### src/rtl/p21_pkg.sv
// Shared definitions for the p21 raster path: tile command encodings,
// default coordinate widths and the scan sequencer state enum.
package p21_pkg;

    localparam int unsigned P21_XW = 10;
    localparam int unsigned P21_YW = 10;

    // 2-bit command word understood by p21_tile
    localparam logic [1:0] P21_CMD_NOP     = 2'd0;
    localparam logic [1:0] P21_CMD_RESTART = 2'd1;
    localparam logic [1:0] P21_CMD_STEPY   = 2'd2;
    localparam logic [1:0] P21_CMD_STEPX   = 2'd3;

    typedef enum logic [1:0] {
        IDLE    = 2'd0,
        RESTART = 2'd1,
        SCAN    = 2'd2
    } scan_state_e;

endpackage

### src/rtl/p21_raster_scan_if.sv
// Pixel stream from the raster sequencer toward the framebuffer writer:
// one coverage bit plus coordinates per beat, valid/ready handshake.
interface p21_raster_scan_if
    import p21_pkg::*;
#(
    parameter int unsigned XW = P21_XW,
    parameter int unsigned YW = P21_YW
);

    logic          pixel_valid;
    logic          pixel_ready;
    logic [XW-1:0] pixel_x;
    logic [YW-1:0] pixel_y;
    logic          pixel_on;

    modport master (
        output pixel_valid,
        output pixel_x,
        output pixel_y,
        output pixel_on,
        input  pixel_ready
    );

    modport slave (
        input  pixel_valid,
        input  pixel_x,
        input  pixel_y,
        input  pixel_on,
        output pixel_ready
    );

endinterface

### src/rtl/p21_pixel_reg.sv
// Single-entry valid/ready output register. A capture may coincide with the
// consumer taking the current entry, in which case the new entry replaces it
// without a bubble.
module p21_pixel_reg #(
    parameter int unsigned DW = 21
) (
    input  logic          clock,
    input  logic          reset_n,
    input  logic          capture,
    input  logic [DW-1:0] din,
    input  logic          ready,
    output logic          valid,
    output logic [DW-1:0] dout
);

    // Occupancy: capture wins over a plain handshake
    always_ff @(posedge clock or negedge reset_n) begin
        if (!reset_n) begin
            valid <= 1'b0;
        end else if (capture) begin
            valid <= 1'b1;
        end else if (valid && ready) begin
            valid <= 1'b0;
        end
    end

    always_ff @(posedge clock or negedge reset_n) begin
        if (!reset_n) begin
            dout <= '0;
        end else if (capture) begin
            dout <= din;
        end
    end

endmodule

### src/rtl/p21_raster_scan.sv
// Raster sequencer ahead of p21_tile: restarts the tile, walks a programmable
// window with stepx/stepy and streams one coverage bit per pixel.
// Optional P21_SCAN_STATS_EN adds the hit_count port and covered-pixel counter.
module p21_raster_scan
    import p21_pkg::*;
#(
    parameter int unsigned XW = P21_XW,
    parameter int unsigned YW = P21_YW
) (
    input  logic                 clock,
    input  logic                 reset_n,
    input  logic                 start,
    input  logic [XW-1:0]        width_m1,
    input  logic [YW-1:0]        height_m1,
    output logic [1:0]           command,
    input  logic                 inside_triangle,
    p21_raster_scan_if.master    pix,
    output logic                 busy,
    output logic                 frame_done
`ifdef P21_SCAN_STATS_EN
    ,
    output logic [XW+YW-1:0]     hit_count
`endif
);

    localparam int unsigned DW = XW + YW + 1;

    scan_state_e   state_q, state_d;
    logic [XW-1:0] x_q, x_d, w_q, w_d;
    logic [YW-1:0] y_q, y_d, h_q, h_d;
    logic          advance;
    logic          accept_start;
    logic          done_d;
    logic [DW-1:0] pix_data;

    // Next-state, counter updates and the tile command for this cycle
    always_comb begin
        state_d      = state_q;
        x_d          = x_q;
        y_d          = y_q;
        w_d          = w_q;
        h_d          = h_q;
        command      = P21_CMD_NOP;
        advance      = 1'b0;
        accept_start = 1'b0;
        done_d       = 1'b0;
        case (state_q)
            IDLE: begin
                if (start) begin
                    accept_start = 1'b1;
                    w_d          = width_m1;
                    h_d          = height_m1;
                    x_d          = '0;
                    y_d          = '0;
                    state_d      = RESTART;
                end
            end
            RESTART: begin
                command = P21_CMD_RESTART;
                state_d = SCAN;
            end
            SCAN: begin
                advance = !pix.pixel_valid || pix.pixel_ready;
                if (advance) begin
                    if (x_q != w_q) begin
                        command = P21_CMD_STEPX;
                        x_d     = x_q + XW'(1);
                    end else if (y_q != h_q) begin
                        command = P21_CMD_STEPY;
                        x_d     = '0;
                        y_d     = y_q + YW'(1);
                    end else begin
                        state_d = IDLE;
                        done_d  = 1'b1;
                    end
                end
            end
            default: state_d = IDLE;
        endcase
    end

    always_ff @(posedge clock or negedge reset_n) begin
        if (!reset_n) begin
            state_q    <= IDLE;
            x_q        <= '0;
            y_q        <= '0;
            w_q        <= '0;
            h_q        <= '0;
            busy       <= 1'b0;
            frame_done <= 1'b0;
        end else begin
            state_q    <= state_d;
            x_q        <= x_d;
            y_q        <= y_d;
            w_q        <= w_d;
            h_q        <= h_d;
            busy       <= (state_d != IDLE);
            frame_done <= done_d;
        end
    end

    // The pixel register only captures on advance, so RESTART never
    // overwrites a pixel still pending from the previous frame.
    p21_pixel_reg #(
        .DW (DW)
    ) u_pixel_reg (
        .clock   (clock),
        .reset_n (reset_n),
        .capture (advance),
        .din     ({x_q, y_q, inside_triangle}),
        .ready   (pix.pixel_ready),
        .valid   (pix.pixel_valid),
        .dout    (pix_data)
    );

    assign {pix.pixel_x, pix.pixel_y, pix.pixel_on} = pix_data;

`ifdef P21_SCAN_STATS_EN
    localparam int unsigned HW = XW + YW;

    // Covered-pixel counter; holds after the frame until the next start
    always_ff @(posedge clock or negedge reset_n) begin
        if (!reset_n) begin
            hit_count <= '0;
        end else if (accept_start) begin
            hit_count <= '0;
        end else if (advance && inside_triangle) begin
            hit_count <= hit_count + HW'(1);
        end
    end
`endif

endmodule

### src/flat_wrapper.sv
// flat-port wrapper written by rule: the top's interface ports become plain ports
module p21_raster_scan_flat import p21_pkg::*;
#(
    parameter int unsigned XW = P21_XW,
    parameter int unsigned YW = P21_YW
)
  (clock, reset_n, start, width_m1, height_m1, command, inside_triangle, busy, frame_done, pix_pixel_valid, pix_pixel_x, pix_pixel_y, pix_pixel_on, pix_pixel_ready);
  p21_raster_scan_if #(.XW(XW), .YW(YW)) pix_i ();
  input  logic clock;
  input  logic reset_n;
  input  logic start;
  input  logic [XW-1:0] width_m1;
  input  logic [YW-1:0] height_m1;
  output logic [1:0] command;
  input  logic inside_triangle;
  output logic busy;
  output logic frame_done;
  output wire logic [$bits(pix_i.pixel_valid)-1:0] pix_pixel_valid;
  output wire logic [$bits(pix_i.pixel_x)-1:0] pix_pixel_x;
  output wire logic [$bits(pix_i.pixel_y)-1:0] pix_pixel_y;
  output wire logic [$bits(pix_i.pixel_on)-1:0] pix_pixel_on;
  input wire logic [$bits(pix_i.pixel_ready)-1:0] pix_pixel_ready;
  assign pix_pixel_valid = pix_i.pixel_valid;
  assign pix_pixel_x = pix_i.pixel_x;
  assign pix_pixel_y = pix_i.pixel_y;
  assign pix_pixel_on = pix_i.pixel_on;
  assign pix_i.pixel_ready = pix_pixel_ready;
  p21_raster_scan #(.XW(XW), .YW(YW)) u_core (.clock(clock), .reset_n(reset_n), .start(start), .width_m1(width_m1), .height_m1(height_m1), .command(command), .inside_triangle(inside_triangle), .pix(pix_i), .busy(busy), .frame_done(frame_done));
endmodule
### config.mk
export PLATFORM = sky130hd
export DESIGN_NAME = p21_raster_scan_flat
export DESIGN_NICKNAME = d
export VERILOG_FILES = /design/src/rtl/p21_pkg.sv /design/src/rtl/p21_raster_scan_if.sv /design/src/rtl/p21_pixel_reg.sv /design/src/rtl/p21_raster_scan.sv /design/src/flat_wrapper.sv
export SDC_FILE = /design/constraint.sdc
export NUM_CORES = 1
export LEC_CHECK = 0
export CAP_MARGIN = 20
export CELL_PAD_IN_SITES_DETAIL_PLACEMENT = 2
export CELL_PAD_IN_SITES_GLOBAL_PLACEMENT = 2
export CORE_ASPECT_RATIO = 1.4
export CORE_UTILIZATION = 39
export CTS_BUF_LIST = sky130_fd_sc_hd__clkbuf_8
export CTS_CLUSTER_SIZE = 16
export DETAILED_ROUTE_END_ITERATION = 12
export GPL_TIMING_DRIVEN = 0
export PLACE_DENSITY = 0.83
export SETUP_SLACK_MARGIN = 0.05
export SLEW_MARGIN = 20
export SYNTH_ARGS = -nofsm -noshare
export SYNTH_HDL_FRONTEND = slang
export SYNTH_SLANG_ARGS = --single-unit
### constraint.sdc
create_clock -name clock -period 5.8 [get_ports clock]
set_input_delay 0.58 -clock clock [delete_from_list [all_inputs] [get_ports clock]]
set_output_delay 0.58 -clock clock [all_outputs]
set_load 0.02 [all_outputs]
==> results of run 1 <==
-- cell families (layout without fill, tap and decap cells) --
family / count (synthesis) / in the layout
AOI/OAI and AO/OA: 44 / 44
muxes: 38 / 38
DFF: 66 / 66
and+or+nand+nor: 76 / 76
buffers and inverters: 18 / 85
xor gates and xnor gates: 26 / 26
adders and majority gates: 6 / 6
-- worst max-delay path: cells and delay by family (launching register included) --
kind,cells,cell delay [ns]
adders and majority gates,1,0.36
and+or+nand+nor,2,0.54
DFF,1,0.42
buffers and inverters,4,1.58
AOI/OAI and AO/OA,1,0.32
-- report_power, final --
group / internal, mW / total (mW) / switching [mW]
registers: 0.574 / 0.668 / 0.0936
clock network: 0.276 / 0.463 / 0.186
logic: 0.288 / 0.666 / 0.378
-- worst paths after layout --
path,start,endpoint,cells past startpoint
hold / removal,reset_n,u_core.u_pixel_reg.dout[5],1
min in group clock,u_core.u_pixel_reg.dout[1],u_core.u_pixel_reg.dout[1],2
max in group asynchronous,reset_n,u_core.u_pixel_reg.dout[20],2
hold reg to reg,u_core.u_pixel_reg.dout[1],u_core.u_pixel_reg.dout[1],2
setup reg to reg,u_core.state_q[0],u_core.u_pixel_reg.dout[3],6
setup / recovery,u_core.state_q[0],command[0],8
-- final cells by class --
class	instances	area share (%)
clock inverters	4	1.78
well taps	100	3.07
multi-input cells	190	35.7
inverters	7	0.644
plain buffers	11	1.62
flip-flops and latches	66	40.5
repair buffers	51	12.7
clock buffers	12	4.05
-- through the flow --
| step | worst slack, ns | util [%] | cell area (sq um) | hold WS (ns) |
|---|---|---|---|---|
| floorplan | 3.33 | - | 3200 | 0.284 |
| global placement | 1.88 | 48.8 | 3830 | 0.468 |
| detailed placement | 2.07 | 49.0 | 3840 | 0.493 |
| CTS | 1.63 | 52.0 | 4080 | 0.136 |
| global route | 1.41 | 52.0 | 4080 | 0.160 |
| finish | 1.63 | 52.0 | 4080 | 0.136 |
-- state kept, by name, summed over array words and instances (netlist names) --
signal,flops
u_core.u_pixel_reg.dout,21
u_core.h_q,10
u_core.w_q,10
u_core.x_q,10
u_core.y_q,10
u_core.state_q,2
u_core.busy,1
u_core.frame_done,1
u_core.u_pixel_reg.valid,1
-- cells in the final DEF, fill, tap and decap left out, drive strengths merged, types with 2 or more instances in the layout --
master | synthesis | routed
xnor2 | 10 | 10
o41ai | 2 | 2
o21ai | 14 | 14
bufinv | 0 | 2
clkbuf | 6 | 18
a211oi | 2 | 2
nand3 | 8 | 8
or4 | 5 | 5
xor2 | 16 | 16
a21oi | 10 | 10
buf | 5 | 7
nand2 | 17 | 17
nand4 | 7 | 7
o31ai | 5 | 5
nor2b | 2 | 2
clkdlybuf4s50 | 0 | 49
dfrtp | 66 | 66
o211ai | 3 | 3
a211o | 2 | 2
o31a | 2 | 2
nor2 | 17 | 17
and2 | 2 | 2
mux2 | 38 | 38
and3 | 5 | 5
inv | 7 | 7
or3 | 5 | 5
o2111ai | 2 | 2
nor4 | 3 | 3
ha | 6 | 6
-- per-layer routing --
metal  share of wire [%]  vias up  global-route usage, %
li1                    -     1106                      -
met1                  41     1242                   26.0
met2                  53       48                   40.9
met3                 2.8       18                   4.18
met4                 3.0        0                   12.8
met5                   0        -                      0
==> flow_summary.ini, run 1 <==
[finish]
drive_gt1_share_pct = 19.6
final-seq-area_sq_um = 1650
final_cell_count_no_fill = 441
area_delta_synth_final_pct = 27.5
fillCellCount = 785
multi_input_area_sq_um = 1460
nets = 367
diodes = 0

[placement]
gp_congestion = 0.762
dp.cells = 425
place.port_buffers = 50
hpwl_um = 6190

[sta]
max_slew_margin_pct = 56.3
rsz0062_at_grt = false
skew_ns = 0.0128
worst_pin_slew_ns = 0.655
finalSetupViolations = 0
setup_tns_ns = 0
slew_viol_final = 0
period_needed_ns = 4.17
max_freq_mhz = 240
fin_crit_sh_pct = 71.8
finalHoldViolCount = 0

[logic_synthesis]
synth-edff-count = 0
yosysMostFrequentCell = dfrtp_1
synth_cells = 274
ys_seq_area_share_pct = 51.6
ys_types = 41
yosys.area.top_type = dfrtp_1
yosys_most_used_dff = dfrtp_1
synth_top_family_by_area = multiplexers
synth_warnings = 0
ys_ff_latch = 66
synth_top_area_share_pct = 51.6
muxShareOfSynthArea_pct = 13.4
synthXorXnorAreaFrac_pct = 7.35
synth_common_cells = 66 x dfrtp_1, 38 x mux2_2, 17 x nor2_1
syn_nets = 305
avgSynthCellArea_sq_um = 11.7
synthAdderAreaFrac_pct = 2.35
async_reset_ff_share_pct = 100
synth_area_sq_um = 3200
synth-compound-area-share_pct = 9.70
synth_simple_gate_area_share_pct = 12.7
synthTopCellsByArea = dfrtp_1 52%, mux2_2 13%, xor2_1 4.4%

[clocking]
ctsRootBufferMaster = clkbuf_8
numCtsBuffers = 9
post_cts_buffers = 0
cts_resized = 0
cts_tree = built
cts.sinks = 66
holdBufCountCts = 0
clk_pin_slew_ns = 0.07
clockBufferDepth = 2
htree_levels = 3
clk_latency_ns = 0.37

[drt]
antenna_left = 0
drtIter0Drc = 96
firstDrtPassIters = 4
vias = 2414
drt_wl_total_um = 8850
remaining_drc_errors = 0
wl_per_cell_um = 20.1
via_per_inst = 5.47

[worst_setup_path]
crit_path_start_kind = register
crit_top_cell = clkbuf_1
worst_ep_arrival_time_ns = 3.59
crit_type = reg -> out
crit_required_ns = 5.22
critPathSlowestCell = clkdlybuf4s50_1
end_kind = output pin
cpPeakStageDelay_ns = 0.60
r2r_setup_slack_ns = 3.17
critPathMaxFanout = 10
crit_chain = inv_1 -> ha_1 -> clkbuf_1 -> nand2_1 -> clkbuf_1 -> o21ai_0 -> and2_1 -> clkdlybuf4s50_1

[die]
die_y_um = 109
die_w_um = 78.6
core_area_sq_um = 7850
start_util_pct = 40.8
ioPinCount = 51
fp-row-count = 38
die-area_sq_um = 8580

[worst_hold_path]
hold_path_class = in -> async

[grt]
grt_pass1_wl_um = 14400
grt_overflow = 0
antenna_found_initial = 0
first_global_vias = 2752
grt_max_degree = 39
track_usage_pct = 23.1

[run_status]
status = completed

[power]
pwr_density_cell_nw_per_um2 = 440
ir_drop_v = 0.000247
p_leak_nw = 1.75
p_total_mw = 1.80

[run]
drv_cap = 0
Note: power is estimated with default switching activity, not from simulation.
==> run 2, diff against run 1 <==
--- a/config.mk
+++ b/config.mk
@@ -9,12 +9,12 @@
 export CELL_PAD_IN_SITES_DETAIL_PLACEMENT = 2
 export CELL_PAD_IN_SITES_GLOBAL_PLACEMENT = 2
 export CORE_ASPECT_RATIO = 1.4
-export CORE_UTILIZATION = 39
+export CORE_UTILIZATION = 37
 export CTS_BUF_LIST = sky130_fd_sc_hd__clkbuf_8
 export CTS_CLUSTER_SIZE = 16
 export DETAILED_ROUTE_END_ITERATION = 12
 export GPL_TIMING_DRIVEN = 0
-export PLACE_DENSITY = 0.83
+export PLACE_DENSITY = 0.8
 export SETUP_SLACK_MARGIN = 0.05
 export SLEW_MARGIN = 20
 export SYNTH_ARGS = -nofsm -noshare
==> constraint.sdc (replaced) <==
create_clock -name clock -period 4.3 [get_ports clock]
set_input_delay 0.43 -clock clock [delete_from_list [all_inputs] [get_ports clock]]
set_output_delay 0.43 -clock clock [all_outputs]
set_load 0.02 [all_outputs]
==> flow_summary.ini, run 2 (same netlist as run 1, synthesis figures left out) <==
[clocking]
htree_levels = 3
numCtsBuffers = 9
ctsRootBufferMaster = clkbuf_8
cts.sinks = 66
cts_resized = 0
clk_pin_slew_ns = 0.07
clockBufferDepth = 2
holdBufCountCts = 1
post_cts_buffers = 0
clk_latency_ns = 0.36
cts_tree = built

[sta]
max_slew_margin_pct = 55.6
slew_viol_final = 0
setup_tns_ns = 0
finalHoldViolCount = 0
setup_slack_ns = 0.433
max_freq_mhz = 259
worst_pin_slew_ns = 0.666
finalSetupViolations = 0
fin_crit_sh_pct = 89.9
period_needed_ns = 3.87
hold_slack_ns = 0.505
rsz0062_at_grt = false
skew_ns = 0.0137

[power]
p_comb_share_pct = 39.5
p_int_mw = 1.39
p_sw_uw = 844
ir_drop_v = 0.000275
switching_share_pct = 37.7
pwr_density_cell_nw_per_um2 = 556
clkPwrFrac_pct = 20.3
seq_power_share_pct = 40.3
p_leak_nw = 1.73

[finish]
final_cell_mix = 66 x dfrtp_1, 49 x clkdlybuf4s50_1, 38 x mux2_2
multi_input_area_sq_um = 1460
drive_gt1_share_pct = 18.3
fin_util_pct = 48.5
nets = 368
final-seq-area_sq_um = 1650
top_register = u_core.u_pixel_reg.dout
final_common_cell = dfrtp_1
diodes = 0
area_delta_synth_final_pct = 25.7
largest_register_ff_count = 21
final_area_sq_um = 4020
fillCellCount = 864

[worst_setup_path]
crit_required_ns = 3.87
crit_path_start_kind = register
reg2reg_from = u_core.state_q[0]
r2r_end = u_core.u_pixel_reg.dout[3]
crit_type = reg -> out
cpPeakStageDelay_ns = 0.61
r2r_cells = 6
path_delay_family = buffers and inverters
r2r_setup_slack_ns = 1.71
crit_chain = inv_1 -> ha_1 -> clkbuf_1 -> nand2_1 -> clkbuf_1 -> o21ai_0 -> and2_1 -> clkdlybuf4s50_1
crit_top_cell = clkbuf_1
worst_ep_arrival_time_ns = 3.44
critPathMaxFanout = 10
crit_buf_inv = 4
critPathSlowestCell = clkdlybuf4s50_1
end_kind = output pin

[grt]
grt_overflow = 0
grt_use_met1_pct = 24.1
grt_busiest_layer = met2
antenna_found_initial = 0
grt_pass1_wl_um = 14400
met3_usage_pct = 5.12
grt_max_degree = 43
first_global_vias = 2771
track_usage_pct = 21.7
use_met2_pct = 38.8

[drt]
firstDrtPassIters = 4
vias = 2389
drtIter0Drc = 83
via_per_inst = 5.42
remaining_drc_errors = 0
drt_wl_total_um = 8530
wl_per_cell_um = 19.3
antenna_left = 0

[die]
fp-row-count = 39
ioPinCount = 51
die_w_um = 80.6
die_y_um = 112
core_area_sq_um = 8300
die-area_sq_um = 9030
start_util_pct = 38.6

[worst_hold_path]
min_to = u_core.u_pixel_reg.dout[19]
min_from = u_core.u_pixel_reg.dout[19]
holdPathStages = 1
hold_path_class = reg -> reg

[placement]
gp_congestion = 0.833
placed_area_sq_um = 3850
hpwl_um = 6390
place.port_buffers = 50
place_worst_setup_slack_ns = 0.826

[run]
drv_cap = 0

[run_status]
status = completed
run 2: cell count changes in the layout (fill, tap and decap cells not counted), sizes merged:
cell / previous run / this run
dlygate4sd3: 0 / 1
clkbuf: 18 / 17
inv: 7 / 9
clkinvlp: 1 / 0
clkinv: 1 / 0
bufinv: 2 / 0
run 2: worst max-delay path by stage:
stage	from	endpoint	cells after the start
6_report	u_core.state_q[0]	command[0]	8
5_1_grt	u_core.state_q[0]	command[0]	8
4_1_cts	u_core.state_q[0]	command[0]	8
3_5_place_dp	u_core.state_q[0]	command[0]	8
3_3_place_gp	reset_n	u_core.x_q[6]	1
2_1_floorplan	u_core.state_q[0]	command[0]	7
run 2: area by class of cell:
type                    count  share of cell area, %
flip-flops and latches     66                   41.1
inverters                   7                  0.653
plain buffers              11                   1.65
repair buffers             52                   13.3
well taps                 102                   3.17
clock buffers              11                   3.76
clock inverters             2                  0.187
multi-input cells         190                   36.2
run 2: layer usage:
layer  wire length [um]  share of wire, %
met3                283               3.3
met1               3310                39
met5                  0                 0
met4                196               2.3
met2               4730                56
run 2: power groups by stage:
stage | clock (mW) | sequential, mW | combinational [mW]
floorplan | 0 | 0.916 | 0.563
global placement | 0 | 0.905 | 0.852
detailed placement | 0 | 0.915 | 0.890
CTS | 0.467 | 0.904 | 0.899
global route | 0.490 | 0.923 | 0.972
finish | 0.453 | 0.901 | 0.883
run 2: per-stage QoR:
step	power, mW	instances
after CTS	2.27	441
after floorplan	1.48	274
after global placement	1.76	426
final	2.24	441
after detailed placement	1.81	427
after global routing	2.39	441
==> run 3, diff against run 2 <==
--- a/config.mk
+++ b/config.mk
@@ -5,11 +5,12 @@
 export SDC_FILE = /design/constraint.sdc
 export NUM_CORES = 1
 export LEC_CHECK = 0
+export ABC_AREA = 1
 export CAP_MARGIN = 20
 export CELL_PAD_IN_SITES_DETAIL_PLACEMENT = 2
 export CELL_PAD_IN_SITES_GLOBAL_PLACEMENT = 2
 export CORE_ASPECT_RATIO = 1.4
-export CORE_UTILIZATION = 37
+export CORE_UTILIZATION = 33
 export CTS_BUF_LIST = sky130_fd_sc_hd__clkbuf_8
 export CTS_CLUSTER_SIZE = 16
 export DETAILED_ROUTE_END_ITERATION = 12
==> flow_summary.ini, run 3 <==
[run_status]
status = completed

[finish]
final_cell_mix = 131 x nand2_1, 66 x dfrtp_1, 50 x inv_1
area_delta_synth_final_pct = 26.3
nets = 521
largest_register_ff_count = 21
final_common_cell = nand2_1
fin_util_pct = 42.9
diodes = 0
fillCellCount = 1167
top_register = u_core.u_pixel_reg.dout
final_area_sq_um = 4270
drive_gt1_share_pct = 7.68

[drt]
antenna_left = 0
firstDrtPassIters = 4
drtIter0Drc = 75
vias = 3083
wl_per_cell_um = 16.7
via_per_inst = 4.89
drt_wl_total_um = 10500
remaining_drc_errors = 0

[worst_setup_path]
reg2reg_from = u_core.state_q[0]
worst_ep_arrival_time_ns = 2.67
crit_chain = inv_1 -> ha_1 -> inv_1 -> nor2_1 -> nand2_1 -> a21boi_0 -> clkdlybuf4s50_1
crit_type = reg -> out
startpoint = u_core.state_q[0]
crit_path_start_kind = register
cpPeakStageDelay_ns = 0.64
r2r_end = u_core.w_q[4]
r2r_cells = 6
end_kind = output pin
critPathMaxFanout = 6
r2r_setup_slack_ns = 1.94
crit_required_ns = 3.87
critPathSlowestCell = clkdlybuf4s50_1
crit_top_cell = inv_1
endpoint = command[0]

[logic_synthesis]
synth_common_cells = 131 x nand2_1, 66 x dfrtp_1, 48 x inv_1
ys_ff_latch = 66
avgSynthCellArea_sq_um = 7.91
ys_types = 27
async_reset_ff_share_pct = 100
ys_seq_area_share_pct = 48.9
synth-edff-count = 0
yosys_most_used_dff = dfrtp_1
yosys.area.top_type = dfrtp_1
synth_cells = 427
synth_top_area_share_pct = 48.9
synth_area_sq_um = 3380
synthTopCellsByArea = dfrtp_1 49%, nand2_1 15%, inv_1 5.3%
yosysMostFrequentCell = nand2_1
synth_warnings = 0
syn_nets = 458

[clocking]
clk_pin_slew_ns = 0.07
post_cts_buffers = 0
clk_latency_ns = 0.36
clockBufferDepth = 2
cts.sinks = 66
htree_levels = 3
ctsRootBufferMaster = clkbuf_8
cts_resized = 0
holdBufCountCts = 1
numCtsBuffers = 9
cts_tree = built

[grt]
antenna_found_initial = 0
grt_overflow = 0
grt_pass1_wl_um = 17400
track_usage_pct = 22.1
first_global_vias = 3543
grt_max_degree = 48

[power]
p_leak_nw = 2.02
pwr_density_cell_nw_per_um2 = 532
ir_drop_v = 0.000214

[sta]
period_needed_ns = 3.10
max_slew_margin_pct = 52.2
finalSetupViolations = 0
setup_slack_ns = 1.20
max_freq_mhz = 323
skew_ns = 0.00742
rsz0062_at_grt = false
slew_viol_final = 0
setup_tns_ns = 0
fin_crit_sh_pct = 72.0
finalHoldViolCount = 0
worst_pin_slew_ns = 0.717

[die]
fp-row-count = 43
die_y_um = 122
die_w_um = 87.5
die-area_sq_um = 10700
start_util_pct = 33.9
core_area_sq_um = 9950
ioPinCount = 51

[worst_hold_path]
holdPathStages = 2
hold_path_class = reg -> reg

[run]
drv_cap = 0

[placement]
place_worst_setup_slack_ns = 1.55
placed_area_sq_um = 4070
place.port_buffers = 50
hpwl_um = 7720
gp_congestion = 0.835
[run 3: how the worst min path moves through the flow]
stage	startpoint	to	slack [ns]
after floorplan	reset_n	u_core.busy	0.13
after global placement	u_core.u_pixel_reg.dout[0]	u_core.u_pixel_reg.dout[0]	0.46
after detailed placement	reset_n	u_core.w_q[5]	0.35
after CTS	u_core.u_pixel_reg.dout[16]	u_core.u_pixel_reg.dout[16]	0.49
after global routing	u_core.u_pixel_reg.dout[20]	u_core.u_pixel_reg.dout[20]	0.52
final	u_core.u_pixel_reg.dout[16]	u_core.u_pixel_reg.dout[16]	0.48
[run 3: report_power, final]
part / leakage (nW) / switching [mW] / internal (mW) / total, mW
clock network: 0.105 / 0.245 / 0.251 / 0.496
registers: 0.856 / 0.0998 / 0.764 / 0.864
logic: 1.06 / 0.584 / 0.325 / 0.909
[run 3: metal layers]
layer	global-route usage, %	vias up	share of wire [%]
li1	-	1466	-
met1	23.5	1551	39
met2	41.3	45	56
met3	2.64	21	1.7
met4	12.1	0	3.3
met5	0	-	0
[run 3: per-stage QoR]
| stage | cells | total power [mW] | hold slack, ns |
|---|---|---|---|
| 5_1_grt | 630 | 2.44 | 0.518 |
| 3_3_place_gp | 612 | 1.75 | 0.457 |
| 2_1_floorplan | 427 | 1.44 | 0.134 |
| 4_1_cts | 630 | 2.32 | 0.491 |
| 6_report | 630 | 2.27 | 0.483 |
| 3_5_place_dp | 613 | 1.80 | 0.351 |
[run 3: cell type report]
cell class / count / area (sq um) / area share (%)
flip-flops and latches: 66 / 1650 / 38.7
multi-input cells: 295 / 1460 / 34.3
repair buffers: 52 / 536 / 12.6
inverters: 51 / 191 / 4.49
well taps: 135 / 169 / 3.96
clock buffers: 12 / 165 / 3.87
plain buffers: 15 / 73.8 / 1.73
clock inverters: 4 / 17.5 / 0.411
[run 3: kinds of logic after synthesis]
kind of cell | count (synthesis) | synth area share [%]
AOI/OAI and AO/OA | 45 | 6.85
xor gates and xnor gates | 16 | 4.15
adders and majority gates | 6 | 2.22
buffers and inverters | 66 | 7.85
DFF | 66 | 48.9
muxes | 8 | 2.67
and+or+nand+nor | 220 | 27.4
[run 3: critical path, delay by kind of cell, from the launching register on]
kind,cells,cell delay (ns)
simple gates,2,0.55
flops,1,0.44
fa+ha+maj,1,0.26
compound gates,1,0.19
buf+inv,3,0.88
